==> src/rtl/pipeline_hazard_controller_if.sv <==
// Hazard controller interface: pipeline status flowing into the controller
// and the pipeline-register controls flowing back out.
// Optional feature macro: HAZARD_PERF_COUNTERS_EN adds StallCycles/FlushCount.
interface pipeline_hazard_controller_if;
  logic [4:0]  IFID_Rs;
  logic [4:0]  IFID_Rt;
  logic        IFID_UsesRt;
  logic        IDEX_MemRead;
  logic [4:0]  IDEX_Rt;
  logic        Jump;
  logic        BranchTaken;
  logic        MemReq;
  logic        MemReady;
  logic        PCWrite;
  logic        IFID_WriteEnable;
  logic        IFID_Flush;
  logic        IDEX_Flush;
  logic [2:0]  StageWriteEnable;
  logic        MemError;
  logic [1:0]  HazardState;
`ifdef HAZARD_PERF_COUNTERS_EN
  logic [31:0] StallCycles;
  logic [15:0] FlushCount;
`endif

  // Pipeline/decoder side: reports hazards, consumes the enables.
  modport master (
    output IFID_Rs, IFID_Rt, IFID_UsesRt, IDEX_MemRead, IDEX_Rt,
           Jump, BranchTaken, MemReq, MemReady,
    input  PCWrite, IFID_WriteEnable, IFID_Flush, IDEX_Flush,
           StageWriteEnable, MemError, HazardState
`ifdef HAZARD_PERF_COUNTERS_EN
    , input StallCycles, FlushCount
`endif
  );

  // Controller side.
  modport slave (
    input  IFID_Rs, IFID_Rt, IFID_UsesRt, IDEX_MemRead, IDEX_Rt,
           Jump, BranchTaken, MemReq, MemReady,
    output PCWrite, IFID_WriteEnable, IFID_Flush, IDEX_Flush,
           StageWriteEnable, MemError, HazardState
`ifdef HAZARD_PERF_COUNTERS_EN
    , output StallCycles, FlushCount
`endif
  );
endinterface

==> src/rtl/pipeline_hazard_controller.sv <==
// 5-stage pipeline hazard controller: load-use stalls, branch/jump squashing
// and frozen-pipeline waits on slow data-memory accesses with a timeout.
// All control outputs are combinational from the state and the current inputs.
// Optional feature macro: HAZARD_PERF_COUNTERS_EN (stall/flush counters).
module pipeline_hazard_controller #(
  parameter int unsigned LOAD_USE_BUBBLES = 1,   // 1..7
  parameter int unsigned MEM_TIMEOUT      = 15   // 2..255
) (
  input logic                         Clk,
  input logic                         Rst,
  pipeline_hazard_controller_if.slave bus
);

  typedef enum logic [1:0] {
    IDLE       = 2'b00,
    RUN        = 2'b01,
    LOAD_STALL = 2'b10,
    MEM_WAIT   = 2'b11
  } state_t;

  typedef struct packed {
    logic       pc_write;
    logic       ifid_we;
    logic       ifid_flush;
    logic       idex_flush;
    logic [2:0] stage_we;
  } ctl_t;

  localparam ctl_t CTL_FREEZE = '0;
  localparam ctl_t CTL_NORMAL = '{pc_write: 1'b1, ifid_we: 1'b1, ifid_flush: 1'b0,
                                  idex_flush: 1'b0, stage_we: 3'b111};
  localparam ctl_t CTL_BRANCH = '{pc_write: 1'b1, ifid_we: 1'b1, ifid_flush: 1'b1,
                                  idex_flush: 1'b1, stage_we: 3'b111};
  localparam ctl_t CTL_JUMP   = '{pc_write: 1'b1, ifid_we: 1'b1, ifid_flush: 1'b1,
                                  idex_flush: 1'b0, stage_we: 3'b111};
  localparam ctl_t CTL_STALL  = '{pc_write: 1'b0, ifid_we: 1'b0, ifid_flush: 1'b0,
                                  idex_flush: 1'b1, stage_we: 3'b111};

  localparam logic [2:0] BUBBLES = 3'(LOAD_USE_BUBBLES);
  localparam logic [7:0] TIMEOUT = 8'(MEM_TIMEOUT);

  state_t     state, state_nxt;
  logic [7:0] wait_cnt, wait_cnt_nxt;
  logic [2:0] bubble_cnt, bubble_cnt_nxt, bubble_inc;
  logic       resume_stall, resume_stall_nxt;  // MEM_WAIT was entered from LOAD_STALL
  logic       mem_error, set_mem_error;
  logic       released;
  logic       mem_wait, load_use, in_stall;
  ctl_t       ctl;

  assign mem_wait = bus.MemReq & ~bus.MemReady;
  assign load_use = bus.IDEX_MemRead && (bus.IDEX_Rt != 5'd0) &&
                    ((bus.IDEX_Rt == bus.IFID_Rs) ||
                     (bus.IFID_UsesRt && (bus.IDEX_Rt == bus.IFID_Rt)));
  // A wait that interrupted a stall resumes that stall on release.
  assign in_stall   = (state == LOAD_STALL) || ((state == MEM_WAIT) && resume_stall);
  assign bubble_inc = (bubble_cnt == 3'd7) ? bubble_cnt : bubble_cnt + 3'd1;

  // Next-state, counter and control decode. A memory release cycle is decided
  // by the same priority rules as the state it interrupted, with the memory
  // wait masked, so held branches/jumps act on release and stalls continue.
  always_comb begin
    // NOTE: every signal written here gets a default first so no path can infer a latch.
    ctl              = CTL_FREEZE;
    state_nxt        = state;
    wait_cnt_nxt     = wait_cnt;
    bubble_cnt_nxt   = bubble_cnt;
    resume_stall_nxt = resume_stall;
    set_mem_error    = 1'b0;
    released         = 1'b0;

    case (state)
      IDLE: state_nxt = RUN;
      MEM_WAIT: begin
        if (bus.MemReady || (wait_cnt >= TIMEOUT)) begin
          released      = 1'b1;
          set_mem_error = ~bus.MemReady;
        end else if (wait_cnt != 8'hff) begin
          wait_cnt_nxt = wait_cnt + 8'd1;
        end
      end
      default: ;
    endcase

    if ((state == RUN) || (state == LOAD_STALL) || released) begin
      if (mem_wait && !released) begin
        ctl              = CTL_FREEZE;
        state_nxt        = MEM_WAIT;
        wait_cnt_nxt     = 8'd1;
        resume_stall_nxt = (state == LOAD_STALL);
      end else if (bus.BranchTaken) begin
        ctl       = CTL_BRANCH;
        state_nxt = RUN;
      end else if (in_stall) begin
        ctl            = CTL_STALL;
        bubble_cnt_nxt = bubble_inc;
        state_nxt      = (bubble_inc >= BUBBLES) ? RUN : LOAD_STALL;
      end else if (bus.Jump) begin
        ctl       = CTL_JUMP;
        state_nxt = RUN;
      end else if (load_use) begin
        ctl            = CTL_STALL;
        bubble_cnt_nxt = 3'd1;
        state_nxt      = (BUBBLES <= 3'd1) ? RUN : LOAD_STALL;
      end else begin
        ctl       = CTL_NORMAL;
        state_nxt = RUN;
      end
    end
  end

  // State and counter registers; MemError is sticky until reset.
  always_ff @(posedge Clk) begin
    if (Rst) begin
      state        <= IDLE;
      wait_cnt     <= '0;
      bubble_cnt   <= '0;
      resume_stall <= 1'b0;
      mem_error    <= 1'b0;
    end else begin
      // NOTE: non-blocking assignments so every register samples pre-edge values.
      state        <= state_nxt;
      wait_cnt     <= wait_cnt_nxt;
      bubble_cnt   <= bubble_cnt_nxt;
      resume_stall <= resume_stall_nxt;
      if (set_mem_error) mem_error <= 1'b1;
    end
  end

  assign bus.PCWrite          = ~Rst & ctl.pc_write;
  assign bus.IFID_WriteEnable = ~Rst & ctl.ifid_we;
  assign bus.IFID_Flush       = ~Rst & ctl.ifid_flush;
  assign bus.IDEX_Flush       = ~Rst & ctl.idex_flush;
  assign bus.StageWriteEnable = Rst ? 3'b000 : ctl.stage_we;
  assign bus.MemError         = ~Rst & mem_error;
  assign bus.HazardState      = Rst ? 2'b00 : state;

`ifdef HAZARD_PERF_COUNTERS_EN
  logic [31:0] stall_cycles;
  logic [15:0] flush_count;

  // Saturating counts of PC-frozen cycles (outside IDLE) and IF-ID flushes.
  always_ff @(posedge Clk) begin
    if (Rst) begin
      stall_cycles <= '0;
      flush_count  <= '0;
    end else begin
      if ((state != IDLE) && !ctl.pc_write && (stall_cycles != '1))
        stall_cycles <= stall_cycles + 32'd1;
      if (ctl.ifid_flush && (flush_count != '1))
        flush_count <= flush_count + 16'd1;
    end
  end

  assign bus.StallCycles = Rst ? 32'd0 : stall_cycles;
  assign bus.FlushCount  = Rst ? 16'd0 : flush_count;
`endif

endmodule

==> src/flat_wrapper.sv <==
// flat-port wrapper written by rule: the top's interface ports become plain ports
module pipeline_hazard_controller_flat 
#(
  parameter int unsigned LOAD_USE_BUBBLES = 1,          
  parameter int unsigned MEM_TIMEOUT      = 15            
)
  (Clk, Rst, bus_IFID_Rs, bus_IFID_Rt, bus_IFID_UsesRt, bus_IDEX_MemRead, bus_IDEX_Rt, bus_Jump, bus_BranchTaken, bus_MemReq, bus_MemReady, bus_PCWrite, bus_IFID_WriteEnable, bus_IFID_Flush, bus_IDEX_Flush, bus_StageWriteEnable, bus_MemError, bus_HazardState);
  pipeline_hazard_controller_if bus_i ();
  input logic Clk;
  input logic Rst;
  input wire logic [$bits(bus_i.IFID_Rs)-1:0] bus_IFID_Rs;
  input wire logic [$bits(bus_i.IFID_Rt)-1:0] bus_IFID_Rt;
  input wire logic [$bits(bus_i.IFID_UsesRt)-1:0] bus_IFID_UsesRt;
  input wire logic [$bits(bus_i.IDEX_MemRead)-1:0] bus_IDEX_MemRead;
  input wire logic [$bits(bus_i.IDEX_Rt)-1:0] bus_IDEX_Rt;
  input wire logic [$bits(bus_i.Jump)-1:0] bus_Jump;
  input wire logic [$bits(bus_i.BranchTaken)-1:0] bus_BranchTaken;
  input wire logic [$bits(bus_i.MemReq)-1:0] bus_MemReq;
  input wire logic [$bits(bus_i.MemReady)-1:0] bus_MemReady;
  output wire logic [$bits(bus_i.PCWrite)-1:0] bus_PCWrite;
  output wire logic [$bits(bus_i.IFID_WriteEnable)-1:0] bus_IFID_WriteEnable;
  output wire logic [$bits(bus_i.IFID_Flush)-1:0] bus_IFID_Flush;
  output wire logic [$bits(bus_i.IDEX_Flush)-1:0] bus_IDEX_Flush;
  output wire logic [$bits(bus_i.StageWriteEnable)-1:0] bus_StageWriteEnable;
  output wire logic [$bits(bus_i.MemError)-1:0] bus_MemError;
  output wire logic [$bits(bus_i.HazardState)-1:0] bus_HazardState;
  assign bus_i.IFID_Rs = bus_IFID_Rs;
  assign bus_i.IFID_Rt = bus_IFID_Rt;
  assign bus_i.IFID_UsesRt = bus_IFID_UsesRt;
  assign bus_i.IDEX_MemRead = bus_IDEX_MemRead;
  assign bus_i.IDEX_Rt = bus_IDEX_Rt;
  assign bus_i.Jump = bus_Jump;
  assign bus_i.BranchTaken = bus_BranchTaken;
  assign bus_i.MemReq = bus_MemReq;
  assign bus_i.MemReady = bus_MemReady;
  assign bus_PCWrite = bus_i.PCWrite;
  assign bus_IFID_WriteEnable = bus_i.IFID_WriteEnable;
  assign bus_IFID_Flush = bus_i.IFID_Flush;
  assign bus_IDEX_Flush = bus_i.IDEX_Flush;
  assign bus_StageWriteEnable = bus_i.StageWriteEnable;
  assign bus_MemError = bus_i.MemError;
  assign bus_HazardState = bus_i.HazardState;
  pipeline_hazard_controller #(.LOAD_USE_BUBBLES(LOAD_USE_BUBBLES), .MEM_TIMEOUT(MEM_TIMEOUT)) u_core (.Clk(Clk), .Rst(Rst), .bus(bus_i));
endmodule
==> config.mk <==
export PLATFORM = sky130hd
export DESIGN_NAME = pipeline_hazard_controller_flat
export DESIGN_NICKNAME = d
export VERILOG_FILES = /design/src/rtl/pipeline_hazard_controller_if.sv /design/src/rtl/pipeline_hazard_controller.sv /design/src/flat_wrapper.sv
export SDC_FILE = /design/constraint.sdc
export NUM_CORES = 1
export LEC_CHECK = 0
export CAP_MARGIN = 40
export CELL_PAD_IN_SITES_DETAIL_PLACEMENT = 1
export CELL_PAD_IN_SITES_GLOBAL_PLACEMENT = 1
export CORE_MARGIN = 1.5
export CORE_UTILIZATION = 32
export DETAILED_ROUTE_END_ITERATION = 12
export GPL_ROUTABILITY_DRIVEN = 0
export PLACE_DENSITY = 0.79
export SYNTH_ARGS = -nofsm -noshare
export SYNTH_HDL_FRONTEND = slang
export SYNTH_SLANG_ARGS = --single-unit
==> constraint.sdc <==
create_clock -name Clk -period 3.05 [get_ports Clk]
set_clock_uncertainty 0.15 [all_clocks]
set_input_delay 0.915 -clock Clk [delete_from_list [all_inputs] [get_ports Clk]]
set_output_delay 0.915 -clock Clk [all_outputs]
set_load 0.005 [all_outputs]
==> results.cfg <==
[timing]
post-route-period-util_pct = 111
finalCriticalPeriod_ns = 3.38
slew-limit-headroom_pct = 77.3
rsz0062_at_grt = yes
hold_violations = 0
fmax_ghz = 0.296
tns_ns = -0.824
tightest_slew_ns = 0.339
setup_viol = 3
slew_violations = 0
worst_slack_ns = -0.330

[pwr]
ir_drop_mv = 0.271
power_density_nw_per_um2 = 503
power_mw = 0.799
p_leak_nw = 0.755

[logic_synthesis]
synth_area_leaders = dfxtp_1 31%, xnor2_1 9.9%, ha_1 6.4%
synth-edff-count = 0
syn-mean-instance-area_sq_um = 8.59
ys_seq_elements = 15
ys.flop_type = dfxtp_1
synth_cell_types = 39
synth_seq_area_share_pct = 30.9
syn_inst = 113
synth_top_area_share_pct = 30.9
syn-cell-area_sq_um = 971
syn_nets = 141
synth_warnings = 0
synthArstFlopShare_pct = 0
synth.cells.most_frequent = 15 x dfxtp_1, 12 x nor2_1, 11 x xnor2_1
yosysMostFrequentCell = dfxtp_1
synth_top_cell_by_area = dfxtp_1

[setup_path]
slowest_delay_ns = 0.54
cp_common_cell = buf_4
path_buf_inv = 4
crit_slowest_cell = or4_4
crit_chain = buf_8 -> or4_4 -> nor2_4 -> nor3b_2 -> a21oi_2 -> buf_4 -> o21a_1 -> buf_4 -> buf_6
cp.arrival_ns = 2.32
cp.required_ns = 1.98
worstSetupPathType = input port to output port
cp_max_fo = 2
endpoint_kind = output port
crit_family = simple AND/OR/NAND/NOR gates
cp-start-kind = input port

[grt]
met1_usage_pct = 20.8
busiest_layer = met2
grt_pass1_wl_um = 4970
grt_remaining_overflow = 0
grt_pass1_vias = 1117
grt_usage_pct = 19.3
grt_use_met3_pct = 4.69
grtUsageMet2_pct = 36.2
grt_start_max_net_pins = 12
antenna_found_initial = 0

[place]
place_area_sq_um = 1470
dp_hpwl_um = 2310
placed_cells = 193
pre_cts_ws_ns = -0.979
io_buffers = 32

[cells_and_area]
antennaDiodeCount = 0
drive_gt1_share_pct = 41.1
syn_to_final_growth_pct = 63.8
nets = 204
layout.cells.non_filler = 206
design_area_sq_um = 1590

[clock_tree]
cts_buffer_depth = 2
cts.sinks = 15
clk_latency_ns = 0.28
numCtsBuffers = 3
cts_root_buf = clkbuf_4
htree_levels = 1
cts_tree = yes
clkTransAtPathRegs_ns = 0.09

[flow_run]
drv_cap = 0

[routing]
wl_per_cell_um = 14.9
route.vias.total = 1058
initialDrtViolationCount = 19
ant_nets = 0
firstDrtPassIters = 10
drc = 4
vias_per_cell = 5.14
finalWirelength_um = 3070

[run_status]
outcome = finished, violations left
violations = DRC, setup timing

[worst_hold_path]
hold_class = flip-flop to flip-flop

[die]
die_area_sq_um = 3370
io_pins = 33
die_w_um = 58.1
num_rows = 19
initial_core_util_pct = 34.3
coreArea_sq_um = 2830
chipHeight_um = 58.1
[logic make-up after synthesis]
group / after synthesis / share of synthesized area (%)
compound gates: 23 / 17.1
simple gates: 44 / 26.3
buf+inv: 11 / 5.41
xor+xnor: 13 / 11.7
fa+ha+maj: 5 / 6.44
flops: 15 / 30.9
mux: 2 / 2.06
[path summary, 6_finish.rpt]
path              cells past startpoint  slack [ns]                   end          startpoint
hold reg to reg                       1        0.34    u_core.wait_cnt[6]  u_core.wait_cnt[6]
hold / removal                        1        0.34    u_core.wait_cnt[6]  u_core.wait_cnt[6]
setup reg to reg                      9        0.93  u_core.bubble_cnt[2]     u_core.state[1]
setup / recovery                      9       -0.33           bus_PCWrite      bus_IDEX_Rt[3]
[metal layers]
| layer | up-vias | share of wire, % | wire, um |
|---|---|---|---|
| met5 | - | 0 | 0 |
| met2 | 28 | 53 | 1620 |
| met3 | 4 | 5.6 | 173 |
| li1 | 525 | - | - |
| met4 | 0 | 0.78 | 24 |
| met1 | 501 | 41 | 1260 |
[flip-flops by register name, indices dropped and copies added, names as in the netlist]
name and flops:
u_core.wait_cnt 8, u_core.bubble_cnt 3, u_core.state 2, u_core.mem_error 1, u_core.resume_stall 1
[layout make-up]
| cell class | count | area (sq um) |
|---|---|---|
| Fill cell | 350 | 1240 |
| Clock buffer | 4 | 26.3 |
| Tap cell | 31 | 38.8 |
| Timing Repair Buffer | 63 | 507 |
| Multi-Input combinational cell | 87 | 692 |
| Inverter | 6 | 22.5 |
| Sequential cell | 15 | 304 |
[worst reg2reg max path, stage by stage (launching register included)]
cell,delay (ns)
dfxtp_2,0.36
inv_1,0.09
ha_4,0.30
o21a_1,0.12
a21oi_2,0.04
buf_4,0.12
buf_4,0.12
a21oi_2,0.24
nand4_1,0.19
a32o_1,0.29
[stage by stage]
stage	hold WS [ns]	util [%]
finish	0.335	56.2
global route	0.357	56.2
CTS	0.341	55.5
detailed placement	0.314	51.8
global placement	0.298	51.8
floorplan	0.282	-
[repair_timing]
item	in CTS	in global routing
hold buffers	0	0
buffers inserted	8	1
cloned	0	0
resized for setup	82	14
pin swaps	22	15
setup endpoints to repair	10	7
[layout by cell type (no fill, tap or decap), drive strengths merged, types with 3 or more instances in the layout]
master	instances
nand3	5
clkbuf	7
and3	6
ha	5
nand2	6
clkdlybuf4s15	7
o21ai	3
xnor2	11
buf	41
nand4	3
inv	6
clkdlybuf4s50	5
nor2	12
dlygate4sd2	7
dfxtp	15
a21oi	10
[power breakdown]
part           total, mW  internal [mW]  switching [mW]
Clock              0.116         0.0508          0.0651
Combinational      0.458          0.261           0.197
Sequential         0.226          0.213          0.0128
Note: power is estimated with default switching activity, not from simulation.
